## src/rtl/q_pkg.sv

```systemverilog
// Shared types for the Q-learning datapath (action select and Q-update stages).
package q_pkg;

  localparam int unsigned N_ACTIONS = 4;
  localparam int unsigned Q_W       = 32;
  localparam int unsigned Q_FRAC    = 16;

  // Q values are two's-complement with Q_FRAC fractional bits.
  typedef logic signed [Q_W-1:0] q_t;
  typedef logic [3:0]            action_t;

  typedef enum logic [1:0] {
    S_IDLE,
    S_ISSUE,
    S_DRAIN,
    S_DONE
  } sel_state_t;

endpackage

```

## src/rtl/lfsr16.sv

```systemverilog
// 16-bit Fibonacci LFSR, taps 16,14,13,11; steps once per cycle while en is high.
module lfsr16 #(
  parameter logic [15:0] SEED = 16'hACE1
) (
  input  logic        clk,
  input  logic        rst,
  input  logic        en,
  output logic [15:0] q
);

  logic fb;

  assign fb = q[15] ^ q[13] ^ q[12] ^ q[10];

  // Shift register; SEED must be non-zero or the sequence locks up.
  always_ff @(posedge clk or negedge rst) begin
    if (!rst) begin
      q <= SEED;
    end else if (en) begin
      q <= {q[14:0], fb};
    end
  end

endmodule

```

## src/rtl/q_action_select.sv

```systemverilog
// Reads the four Q entries of one maze state, keeps the signed max (ties keep the lowest
// action) and picks the action to take, epsilon-greedy from an internal LFSR.
// Q width comes from the shared q_pkg so both pipeline stages agree.
module q_action_select
  import q_pkg::*;
#(
  parameter int unsigned N_STATES   = 37,
  parameter logic [7:0]  EPS_THRESH = 8'd26,
  parameter logic [15:0] LFSR_SEED  = 16'hACE1
) (
  input  logic       clk,
  input  logic       rst,
  input  logic       start,
  input  logic [5:0] state_i,
  output logic [5:0] rd_state,
  output action_t    rd_action,
  output logic       rd_en,
  input  q_t         rd_data,
  output q_t         max_Q,
  output action_t    best_action,
  output action_t    act_o,
  output logic       explore_o,
  output logic       err_o,
  output logic       done_o
);

  localparam logic [6:0] NStates = 7'(N_STATES);
  localparam action_t    LastAct = action_t'(N_ACTIONS - 1);

  sel_state_t state_q, state_d;

  logic        state_ok;
  logic        accept;
  logic        reject;
  logic        rd_vld_q;
  action_t     rd_act_q;
  q_t          run_max_q;
  action_t     run_best_q;
  logic [15:0] lfsr_q;
  logic        explore;
  logic        unused_lfsr;

  assign state_ok    = {1'b0, state_i} < NStates;
  assign explore     = lfsr_q[7:0] < EPS_THRESH;
  assign unused_lfsr = ^lfsr_q[15:10];

  // Advances only on an accepted valid start, so each scan sees a fresh value.
  lfsr16 #(
    .SEED(LFSR_SEED)
  ) u_lfsr (
    .clk(clk),
    .rst(rst),
    .en (accept),
    .q  (lfsr_q)
  );

  // FSM state register.
  always_ff @(posedge clk or negedge rst) begin
    if (!rst) begin
      state_q <= S_IDLE;
    end else begin
      state_q <= state_d;
    end
  end

  // Next-state and start decode; start outside IDLE is ignored.
  always_comb begin
    state_d = state_q;
    accept  = 1'b0;
    reject  = 1'b0;
    unique case (state_q)
      S_IDLE: begin
        if (start) begin
          if (state_ok) begin
            accept  = 1'b1;
            state_d = S_ISSUE;
          end else begin
            reject = 1'b1;
          end
        end
      end
      S_ISSUE: begin
        if (rd_action == LastAct) begin
          state_d = S_DRAIN;
        end
      end
      S_DRAIN: state_d = S_DONE;
      S_DONE:  state_d = S_IDLE;
      default: state_d = S_IDLE;
    endcase
  end

  // Read address generation: actions 0..N_ACTIONS-1 on consecutive cycles.
  always_ff @(posedge clk or negedge rst) begin
    if (!rst) begin
      rd_state  <= '0;
      rd_action <= '0;
      rd_en     <= 1'b0;
    end else if (accept) begin
      rd_state  <= state_i;
      rd_action <= '0;
      rd_en     <= 1'b1;
    end else if (state_q == S_ISSUE) begin
      if (rd_action == LastAct) begin
        rd_en <= 1'b0;
      end else begin
        rd_action <= rd_action + action_t'(1);
      end
    end
  end

  // Running max; rd_data belongs to the address presented one cycle earlier.
  always_ff @(posedge clk or negedge rst) begin
    if (!rst) begin
      rd_vld_q   <= 1'b0;
      rd_act_q   <= '0;
      run_max_q  <= '0;
      run_best_q <= '0;
    end else begin
      rd_vld_q <= rd_en;
      rd_act_q <= rd_action;
      // Strictly greater keeps the lowest index on ties.
      if (rd_vld_q && ((rd_act_q == '0) || (rd_data > run_max_q))) begin
        run_max_q  <= rd_data;
        run_best_q <= rd_act_q;
      end
    end
  end

  // Result registers; held unchanged while done_o is high.
  always_ff @(posedge clk or negedge rst) begin
    if (!rst) begin
      max_Q       <= '0;
      best_action <= '0;
      act_o       <= '0;
      explore_o   <= 1'b0;
      err_o       <= 1'b0;
      done_o      <= 1'b0;
    end else if (reject) begin
      max_Q       <= '0;
      best_action <= '0;
      act_o       <= '0;
      explore_o   <= 1'b0;
      err_o       <= 1'b1;
      done_o      <= 1'b1;
    end else if (accept) begin
      err_o  <= 1'b0;
      done_o <= 1'b0;
    end else if (state_q == S_DONE) begin
      max_Q       <= run_max_q;
      best_action <= run_best_q;
      explore_o   <= explore;
      act_o       <= explore ? action_t'({2'b00, lfsr_q[9:8]}) : run_best_q;
      done_o      <= 1'b1;
    end
  end

endmodule

```

## config.mk

```make
export PLATFORM = sky130hd
export DESIGN_NAME = q_action_select
export DESIGN_NICKNAME = d
export VERILOG_FILES = /design/src/rtl/q_pkg.sv /design/src/rtl/lfsr16.sv /design/src/rtl/q_action_select.sv
export SDC_FILE = /design/constraint.sdc
export NUM_CORES = 1
export LEC_CHECK = 0
export BUFFER_PORTS_ARGS = -buffer_cell sky130_fd_sc_hd__buf_4
export CAP_MARGIN = 20
export CORE_ASPECT_RATIO = 0.6
export CORE_MARGIN = 8
export CORE_UTILIZATION = 50
export DETAILED_ROUTE_END_ITERATION = 6
export GPL_TIMING_DRIVEN = 0
export PLACE_DENSITY = 0.73
export SYNTH_ARGS = -nofsm -noshare
export SYNTH_HDL_FRONTEND = slang
export SYNTH_SLANG_ARGS = --single-unit
```

## constraint.sdc

```tcl
create_clock -name clk -period 3.9 [get_ports clk]
set_clock_uncertainty 0.05 [all_clocks]
set_input_delay 0.585 -clock clk [delete_from_list [all_inputs] [get_ports clk]]
set_output_delay 0.585 -clock clk [all_outputs]
set_load 0.005 [all_outputs]
```

Yosys cells after proc, flatten, opt, wreduce, memory -nomap -nowiden
Cells that the tools add are included.
{"block": "totals", "register_bits": 113, "input_bits": 41, "out_inout_bits": 54, "word_cells": 78}
{"block": "classes", "n_addsub": 1, "magnitude_cmp": 3, "n_eq_ne": 9, "mux": 34, "bitwise": 3, "reduce_logical": 13}
{"op": "2-to-1 mux 32 bit", "n": 3}
{"op": "2-to-1 mux 4 bit", "n": 10}
{"op": "greater-than comparator 32 bit", "n": 1}
{"op": "2-to-1 mux 1 bit", "n": 17}
{"op": "less-than comparator 8 x 5 -> 1 bit (second input constant)", "n": 1}
{"op": "inequality test 2 bit (second input constant)", "n": 4}
{"op": "case mux 2 bit (4 select lines)", "n": 1}
{"op": "nonzero test 2 bit", "n": 4}
{"op": "less-than comparator 6 bit (second input constant)", "n": 1}
{"op": "2-to-1 mux 2 bit", "n": 3}
{"op": "AND reduction 2 bit", "n": 3}
{"op": "adder 4 x 1 -> 4 bit (second input constant)", "n": 1}
{"op": "== test 2 bit (second input constant)", "n": 2}
{"op": "== test 4 x 2 -> 1 bit (second input constant)", "n": 1}
{"op": "logical NOT 4 bit", "n": 1}
{"op": "AND reduction 3 bit", "n": 1}
{"op": "nonzero test 3 bit", "n": 1}
{"op": "bitwise XOR 1 bit", "n": 3}
{"op": "== test 2 x 1 -> 1 bit (second input constant)", "n": 1}
{"op": "logical NOT 2 bit", "n": 1}
{"op": "inequality test 2 x 1 -> 1 bit (second input constant)", "n": 1}
{"op": "logical AND 1 bit", "n": 1}
{"op": "logical OR 1 bit", "n": 1}

Longest topological paths before layout
Gate-level depths: netlist of the first run.
{"block": "depth", "word_depth": 6, "depth_mapped": 11}

Cells and area by module
From an unflattened synthesis of the first run, not the netlist that was laid out.
{"block": "unflattened", "cells_unflattened": 456, "hier_area_um2": 5365.1}
{"module": "q_action_select", "n_inst": 1, "cells_each": 418, "area_per_inst_um2": 4689.5, "seq_area_each_um2": 2427.3}
{"module": "lfsr16", "n_inst": 1, "cells_each": 38, "area_per_inst_um2": 675.6, "seq_area_each_um2": 410.4}

Least setup slack after synthesis of the first run
Ideal clock, no wire load.
{"block": "synth_timing", "path_kind": "input-to-reg", "start": "input rd_data[31]", "end": "register run_max_q[10]", "setup_ns": 0.125, "t_arrival_ns": 2.931, "slack_ns": 0.794, "stages": 10, "n_path_buf": 1, "cell_sequence": "ha_1 > and4_1 > nand2_1 > or4_4 > a211oi_2 > nor3_1 > xnor2_1 > o21ai_2 > buf_6 > mux2_4"}
{"block": "synth_via", "elab_chain_cells": 3}
{"element": "start: declaration", "line_no": "q_action_select.sv:18", "rtl": "input q_t rd_data,"}
{"element": "greater-than comparator 32 bit", "line_no": "q_action_select.sv:123", "rtl": "if (rd_vld_q && ((rd_act_q == '0) || (rd_data > run_max_q))) begin"}
{"element": "logical OR 1 bit", "line_no": "q_action_select.sv:123"}
{"element": "logical AND 1 bit", "line_no": "q_action_select.sv:123"}
{"element": "end signal: assignment", "line_no": "q_action_select.sv:124", "rtl": "run_max_q <= rd_data;"}
{"element": "end: declaration", "line_no": "q_action_select.sv:37", "rtl": "q_t run_max_q;"}
No other way between the ends.
A chain may end at the register's enable or synchronous reset.

Worst setup path in the final report of the first run
{"block": "layout_timing", "start": "register run_max_q[31]", "end": "register run_max_q[13]"}
{"block": "layout_via", "elab_chain_cells": 3}
{"element": "greater-than comparator 32 bit", "line_no": "q_action_select.sv:123"}
{"element": "logical OR 1 bit", "line_no": "q_action_select.sv:123"}
{"element": "logical AND 1 bit", "line_no": "q_action_select.sv:123"}
No other way between the ends.

==> results of run 1 <==
[registers in the layout, indices dropped and copies added, names as in the netlist, 2 cells and up]
register / count
max_Q: 32
run_max_q: 32
u_lfsr.q: 16
rd_state: 6
act_o: 4
best_action: 4
rd_act_q: 4
rd_action: 4
run_best_q: 4
state_q: 2
[Yosys cell counts (8+ instances only)]
cell type | number | share of area
o22ai_1 | 23 | 0.027
dfstp_2 | 8 | 0.040
inv_1 | 35 | 0.025
nor2_1 | 9 | 0.0064
mux2_4 | 30 | 0.085
mux2_2 | 27 | 0.057
ha_1 | 38 | 0.090
nand2_1 | 76 | 0.054
o21ai_0 | 10 | 0.0094
dfrtp_1 | 105 | 0.49
a21oi_1 | 30 | 0.028
clkbuf_1 | 13 | 0.0092
[final cells by class]
| type | instances | area, µm² |
|---|---|---|
| multi-input combinational | 289 | 2250 |
| tap | 139 | 174 |
| clock inverter | 15 | 188 |
| fill | 836 | 3620 |
| sequential | 113 | 2840 |
| inverter | 35 | 131 |
| buffer | 18 | 90.1 |
| timing repair buffer | 95 | 733 |
| clock buffer | 17 | 425 |
[kinds of logic after synthesis]
family / count (synthesis) / share of synthesized area
and+or+nand+nor: 107 / 0.0867
AOI/OAI and AO/OA: 77 / 0.0881
DFF: 113 / 0.535
buffers and inverters: 53 / 0.0417
adders and majority gates: 38 / 0.0896
xor gates and xnor gates: 7 / 0.0115
muxes: 60 / 0.148
[per-layer routing]
layer,vias to the layer above,part of all wire,GRT usage
met2,111,0.42,0.275
met4,0,0.013,0.0652
li1,1811,-,-
met3,15,0.087,0.0690
met5,-,0,0
met1,1899,0.48,0.257
[path summary, 6_finish.rpt]
check | start | end | slack, ps | cells after the start
worst max-delay path | run_max_q[31]$_DFFE_PN0P_ | run_max_q[13]$_DFFE_PN0P_ | 520 | 11
worst min-delay path | rst | max_Q[6]$_DFFE_PN0P_ | 230 | 1
worst max register to register | run_max_q[31]$_DFFE_PN0P_ | run_max_q[13]$_DFFE_PN0P_ | 520 | 11
worst min register to register | rd_action[1]$_DFFE_PN0P_ | rd_act_q[1]$_DFF_PN0_ | 420 | 0
max in group asynchronous | rst | rd_act_q[1]$_DFF_PN0_ | 2850 | 2
min in group clk | state_i[1] | rd_state[1]$_DFFE_PN0P_ | 370 | 2
[stage by stage]
stage | util | hold WS (ps) | setup WS [ps] | cells
detailed placement | 0.595 | 403 | 225 | 689
CTS | 0.653 | 252 | 504 | 721
global route | 0.653 | 289 | 359 | 721
finish | 0.653 | 225 | 522 | 721
floorplan | - | 239 | 794 | 455
global placement | 0.592 | 400 | 227 | 688
[worst max-delay path: cells and delay by family, from the launching register on]
family	cells	cell delay, ps
compound gates	2	720
xor+xnor	1	140
simple gates	4	990
mux	1	320
buf+inv	2	330
flops	1	360
fa+ha+maj	1	350
[where the power goes]
part           switching, mW  internal (mW)
registers              0.324           1.68
clock network          0.574           1.01
logic                   1.26           1.39
==> impl_metrics.ini, run 1 <==
[setup_path]
crit_path_max_fanout = 10
cp.arrival_ps = 3620
setup.worst_path.start_class = register
worst_setup_path_end_kind = register
path_cells = inv_1 > ha_1 > and4_1 > nand2_1 > or4_4 > a211oi_2 > nor3_1 > xnor2_1 > o21ai_2 > buf_6 > mux2_4
cp_data_required_time_ps = 4140
cp_slowest_cell = or4_4
critPathKind = register to register
critPathMaxStageDelay_ps = 590

[min_path]
hold_class = primary input to async pin

[synthesis]
synth_edf_count = 0
async_reset_ff_frac = 1.00
syn_inst = 455
synth_area_per_cell_um2 = 11.7
synth_seq_cells = 113
ys_types = 36
synth_flop_cell = dfrtp_1
yosysSeqAreaShare = 0.535
synth_area_um2 = 5310
yosysWarnings = 0
syn_nets = 534

[global_routing]
grt_first_pass_wirelength_um = 20800
grt_start_max_net_pins = 67
grt_usage = 0.189
antenna_found_initial = 0
grt_overflow = 0
grt_pass1_vias = 3963

[cts]
cts_buffers = 17
root_buffer = clkbuf_16
clk_latency_ps = 410
path_clk_slew_ps = 60
cts_setup_buffers = 0
cts_tree = yes
holdBufCountCts = 0
clock-sinks = 113
htree_levels = 4
cts.repair.resized = 0
clock_path_buffers = 2

[sta]
fin_crit_sh = 0.866
worst_pin_slew_ps = 848
final_max_slew_viol_count = 0
setup_viol = 0
setup_tns_ps = 0
fmax_mhz = 296
slew_headroom = 0.435
hold_violations = 0
post-route-min-period_ps = 3380
grt_setup_unrepaired = no

[floorplanning]
die_h_um = 95.8
io_pins = 95
core_um2 = 10500
placementRows = 29
start_util = 0.508
dieWidth_um = 149
die_area_um2 = 14300

[final_layout]
area_growth_pct = 28.6
nNetsFinal = 648
mostFrequentLayoutCell = dfrtp_1
antenna-diode-count = 0
layout_common_cells = dfrtp_1 (105), buf_4 (94), nand2_1 (76), ha_1 (38), inv_1 (35)
fin_area_um2 = 6830
drive_gt1_frac = 0.342

[drt]
drtIter0Drc = 213
vias = 3836
drt-vias-per-instance = 5.32
final_antenna_net_count = 0
drc = 0
dr.pass1.iters = 6
wl_per_cell_um = 17.7
drt-total-wl_um = 12800

[pwr]
power_density_nw_per_um2 = 915
power.leakage_nw = 3.39
irDropWorstVdd_mv = 0.456
total_power_mw = 6.25

[placed_design]
gp_congestion = 0.854
dpl_cell_area_um2 = 6220
hpwlAfterDp_um = 9350
io_buffers = 94

[flow_run]
drv_cap = 0

[outcome]
status = completed
Power figures use the tool's default switching activity.
==> run 2: changes to the inputs <==
--- a/config.mk
+++ b/config.mk
@@ -6,9 +6,8 @@
 export NUM_CORES = 1
 export LEC_CHECK = 0
 export BUFFER_PORTS_ARGS = -buffer_cell sky130_fd_sc_hd__buf_4
-export CAP_MARGIN = 20
+export CAP_MARGIN = 10
 export CORE_ASPECT_RATIO = 0.6
-export CORE_MARGIN = 8
 export CORE_UTILIZATION = 50
 export DETAILED_ROUTE_END_ITERATION = 6
 export GPL_TIMING_DRIVEN = 0
==> constraint.sdc (replaced) <==
create_clock -name clk -period 3.4 [get_ports clk]
set_clock_uncertainty 0.05 [all_clocks]
set_input_delay 0.51 -clock clk [delete_from_list [all_inputs] [get_ports clk]]
set_output_delay 0.51 -clock clk [all_outputs]
set_load 0.005 [all_outputs]
==> impl_metrics.ini, run 2 (synthesis results as in run 1) <==
[global_routing]
antenna_found_initial = 0
grt_start_max_net_pins = 66
grt_pass1_vias = 3883
grt_usage = 0.242
grt_first_pass_wirelength_um = 19800
grt_overflow = 0

[cts]
htree_levels = 4
cts_tree = yes
path_clk_slew_ps = 50
clock-sinks = 113
clock_path_buffers = 2
cts_buffers = 17
root_buffer = clkbuf_16
clk_latency_ps = 410

[setup_path]
cp_slowest_cell = or4_4
critPathBufInv = 2
cp.depth = 11
critPathKind = register to register
path_cells = inv_1 > ha_1 > and4_1 > nand2_1 > or4_4 > a211oi_2 > nor3_1 > xnor2_1 > o21ai_4 > buf_6 > mux2_4
crit_path_max_fanout = 10
worst_setup_path_end_kind = register
r2r-start = run_max_q[31]$_DFFE_PN0P_
r2r_cells = 11
setup.worst_path.start_class = register
regToRegSetupSlack_ps = 180
critPathMaxStageDelay_ps = 580
cp_data_required_time_ps = 3630
cp.arrival_ps = 3450
critPathTopFamily = simple AND/OR/NAND/NOR gates
r2r_end = run_max_q[17]$_DFFE_PN0P_

[placed_design]
hpwlAfterDp_um = 8790
gp_congestion = 0.803
place_ws_ps = -120
io_buffers = 94
placed_cells_incl_taps = 685

[final_layout]
filler_cell_count = 737
post-route-util = 0.674
area_growth_pct = 28.0
top_regs = max_Q x32, run_max_q x32, u_lfsr.q x16
area.sequential_um2 = 2840
drive_gt1_frac = 0.340
fin_cells = 717
antenna-diode-count = 0
nNetsFinal = 648
mostFrequentLayoutCell = dfrtp_1
multi_input_area_um2 = 2260
layout_common_cells = dfrtp_1 (105), buf_4 (94), nand2_1 (76), ha_1 (38), inv_1 (35)

[pwr]
seqPwrFrac = 0.326
intPower_mw = 4.64
p_comb_frac = 0.433
p_clk_frac = 0.240
irDropWorstVdd_mv = 0.630
power_density_nw_per_um2 = 1040
power.leakage_nw = 3.38
p_switching_mw = 2.43
swShare = 0.344

[sta]
setup_tns_ps = 0
post-route-min-period_ps = 3220
worst_pin_slew_ps = 855
setup_viol = 0
fmax_mhz = 311
slew_headroom = 0.430
fin_crit_sh = 0.946
grt_setup_unrepaired = no
hold_violations = 0
final_max_slew_viol_count = 0
whs_ps = 169
fin_ws_ps = 184

[drt]
dr.pass1.iters = 4
drtIter0Drc = 240
drc = 0
drt-total-wl_um = 12300
final_antenna_net_count = 0
drt-vias-per-instance = 5.32
vias = 3813
wl_per_cell_um = 17.2

[floorplanning]
placementRows = 28
start_util = 0.526
die_area_um2 = 11000
io_pins = 95
die_h_um = 81.8
dieWidth_um = 135
core_um2 = 10100

[min_path]
hold_class = primary input to async pin

[flow_run]
drv_cap = 0

[outcome]
status = completed
==> run 2: cell count changes in the layout (fill, tap and decap cells not counted), sizes merged <==
cell and delta:
bufinv -2, clkinv -4, clkbuf +6, clkinvlp +1, inv -1
==> run 2: per-layer routing <==
layer,wire [µm],vias up,GRT usage,part of all wire
met2,5530,100,0.368,0.45
met3,742,10,0.0827,0.060
met1,5970,1896,0.332,0.48
met5,0,-,0,0
met4,98,0,0.0697,0.0079
li1,-,1807,-,-
==> run 2: repair_timing <==
| action | 4_1_cts | 5_1_grt |
|---|---|---|
| resized for setup | 0 | 1 |
| setup buffers | 0 | 0 |
| hold buffers | 0 | 0 |
| setup endpoints to repair | 0 | 30 |
==> run 2: layout make-up <==
cell class	count	share of cell area
Buffer	18	0.0133
Tap cell	135	0.0249
Timing Repair Buffer	95	0.108
Clock inverter	9	0.0118
Clock buffer	23	0.0733
Sequential cell	113	0.418
Inverter	35	0.0193
Multi-Input combinational cell	289	0.332
==> run 2: metrics by stage <==
stage                     instance area (µm²)  power [mW]
after CTS                                6790        7.09
after detailed placement                 6210        5.33
after global routing                     6800        7.51
after floorplan                          5310        4.29
final                                    6800        7.06
after global placement                   6180        5.20
==> run 2: worst max path at each step <==
stage / start / slack [ps] / end
3_3_place_gp: rd_data[31] / -90 / run_max_q[12]$_DFFE_PN0P_
2_1_floorplan: rd_data[31] / 370 / run_max_q[10]$_DFFE_PN0P_
5_1_grt: run_max_q[31]$_DFFE_PN0P_ / 50 / run_max_q[25]$_DFFE_PN0P_
3_5_place_dp: rd_data[31] / -120 / run_max_q[8]$_DFFE_PN0P_
6_report: run_max_q[31]$_DFFE_PN0P_ / 180 / run_max_q[17]$_DFFE_PN0P_
4_1_cts: run_max_q[31]$_DFFE_PN0P_ / 60 / run_max_q[27]$_DFFE_PN0P_
==> run 2: worst register-to-register path, stage by stage, from the launching register on <==
cell and delay, ps:
dfrtp_1 380, inv_1 60, ha_1 360, and4_1 240, nand2_1 80, or4_4 580
a211oi_2 170, nor3_1 80, xnor2_1 180, o21ai_4 370, buf_6 250, mux2_4 320
==> run 2: power by group through the flow <==
stage	combinational (mW)	sequential, mW	clock [mW]
floorplan	2.06	2.24	0
global placement	2.92	2.29	0
detailed placement	3.02	2.31	0
CTS	3.06	2.30	1.72
global route	3.36	2.37	1.78
finish	3.06	2.30	1.70
==> run 3: changes to the inputs <==
--- a/config.mk
+++ b/config.mk
@@ -8,10 +8,11 @@
 export BUFFER_PORTS_ARGS = -buffer_cell sky130_fd_sc_hd__buf_4
 export CAP_MARGIN = 10
 export CORE_ASPECT_RATIO = 0.6
-export CORE_UTILIZATION = 50
+export CORE_UTILIZATION = 56
 export DETAILED_ROUTE_END_ITERATION = 6
+export GPL_ROUTABILITY_DRIVEN = 0
 export GPL_TIMING_DRIVEN = 0
-export PLACE_DENSITY = 0.73
+export PLACE_DENSITY = 0.8
 export SYNTH_ARGS = -nofsm -noshare
 export SYNTH_HDL_FRONTEND = slang
 export SYNTH_SLANG_ARGS = --single-unit
==> impl_metrics.ini, run 3 (synthesis results as in run 1) <==
[global_routing]
grt_usage = 0.276
grt_first_pass_wirelength_um = 20400
grt_pass1_vias = 3953
grt_overflow = 0
grt_start_max_net_pins = 61
antenna_found_initial = 0

[final_layout]
layout_common_cells = dfrtp_1 (105), buf_4 (94), nand2_1 (76), ha_1 (38), inv_1 (35)
multi_input_area_um2 = 2260
antenna-diode-count = 0
filler_cell_count = 622
area.sequential_um2 = 2840
area_growth_pct = 28.2
top_regs = max_Q x32, run_max_q x32, u_lfsr.q x16
mostFrequentLayoutCell = dfrtp_1
drive_gt1_frac = 0.330
nNetsFinal = 648

[floorplanning]
dieWidth_um = 128
placementRows = 27
die_area_um2 = 9890
core_um2 = 9190
start_util = 0.578
io_pins = 95
die_h_um = 77.4

[setup_path]
cp_data_required_time_ps = 3640
critPathTopFamily = simple AND/OR/NAND/NOR gates
crit_path_max_fanout = 10
cp_slowest_cell = or4_4
critPathKind = register to register
setup.worst_path.start_class = register
critPathMaxStageDelay_ps = 580
worst_setup_path_end_kind = register
cp.arrival_ps = 3500
path_cells = inv_1 > ha_1 > and4_1 > nand2_1 > or4_4 > a211oi_2 > nor3_1 > xnor2_1 > o21ai_4 > buf_6 > mux2_4
critPathBufInv = 2

[sta]
whs_ps = 94.5
fmax_mhz = 307
final_max_slew_viol_count = 0
fin_ws_ps = 141
setup_viol = 0
fin_crit_sh = 0.958
slew_headroom = 0.540
post-route-min-period_ps = 3260
grt_setup_unrepaired = no
hold_violations = 0
worst_pin_slew_ps = 690

[cts]
cts_tree = yes
cts_buffers = 17
clock_path_buffers = 2
clk_latency_ps = 410
path_clk_slew_ps = 50
clock-sinks = 113
holdBufCountCts = 0
root_buffer = clkbuf_16
htree_levels = 4

[drt]
drtIter0Drc = 293
routed.top_layer = met4
dr_wl_met2_um = 5670
vias = 3944
drt-vias-per-instance = 5.54
drt-total-wl_um = 12500
met1_length_um = 5720
final_antenna_net_count = 0
drc = 0
wl_per_cell_um = 17.5
wl_met3_um = 924
dr.pass1.iters = 5

[pwr]
power_density_nw_per_um2 = 1060
intPower_mw = 4.75
swShare = 0.340
p_clk_frac = 0.249
seqPwrFrac = 0.324
p_switching_mw = 2.44
p_comb_frac = 0.427
power.leakage_nw = 3.40
irDropWorstVdd_mv = 0.694

[flow_run]
drv_cap = 0

[placed_design]
hpwlAfterDp_um = 8890
place_ws_ps = -106
io_buffers = 94

[outcome]
status = completed

[min_path]
hold_class = primary input to async pin
run 3: stage by stage:
stage	TNS, ps	util	power, mW	cell area, µm²	std cells
finish	0	0.741	7.19	6810	712
global route	0	0.741	7.62	6810	712
CTS	0	0.740	7.18	6800	712
detailed placement	-2870	0.675	5.34	6200	680
global placement	-2520	0.672	5.19	6180	679
floorplan	0	-	4.29	5310	455
run 3: layout make-up:
| type | count | share of cell area |
|---|---|---|
| flip-flops and latches | 113 | 0.417 |
| multi-input cells | 289 | 0.332 |
| well taps | 130 | 0.0239 |
| inverters | 35 | 0.0193 |
| clock inverters | 5 | 0.0147 |
| clock buffers | 27 | 0.0724 |
| repair buffers | 95 | 0.108 |
| plain buffers | 18 | 0.0132 |
run 3: per-layer routing:
metal	track usage	vias up
li1	-	1812
met1	0.385	1965
met2	0.413	146
met3	0.0862	21
met4	0.0929	0
met5	0	-
run 3: timing repair:
action | CTS | global route
buffers inserted | 0 | 0
resized for setup | 0 | 1
hold endpoints to repair | 0 | 0
endpoints found under the setup margin | 0 | 30
run 3: path summary, 6_finish.rpt:
check | startpoint | to | slack [ps] | cells after the start
max | run_max_q[31]$_DFFE_PN0P_ | run_max_q[8]$_DFFE_PN0P_ | 140 | 11
min | rst | rd_state[0]$_DFFE_PN0P_ | 90 | 1
max in group asynchronous | rst | u_lfsr.q[13]$_DFFE_PN1P_ | 2460 | 2
min reg2reg | rd_en$_DFFE_PN0P_ | rd_vld_q$_DFF_PN0_ | 420 | 0
max reg2reg | run_max_q[31]$_DFFE_PN0P_ | run_max_q[8]$_DFFE_PN0P_ | 140 | 11
min in group clk | rd_data[16] | run_max_q[16]$_DFFE_PN0P_ | 290 | 2
run 3: power groups by stage:
stage | combinational, mW | sequential [mW] | clock, mW
after floorplan | 2.06 | 2.24 | 0
after global placement | 2.90 | 2.29 | 0
after detailed placement | 3.02 | 2.32 | 0
after CTS | 3.06 | 2.32 | 1.81
after global routing | 3.37 | 2.38 | 1.87
final | 3.07 | 2.33 | 1.79
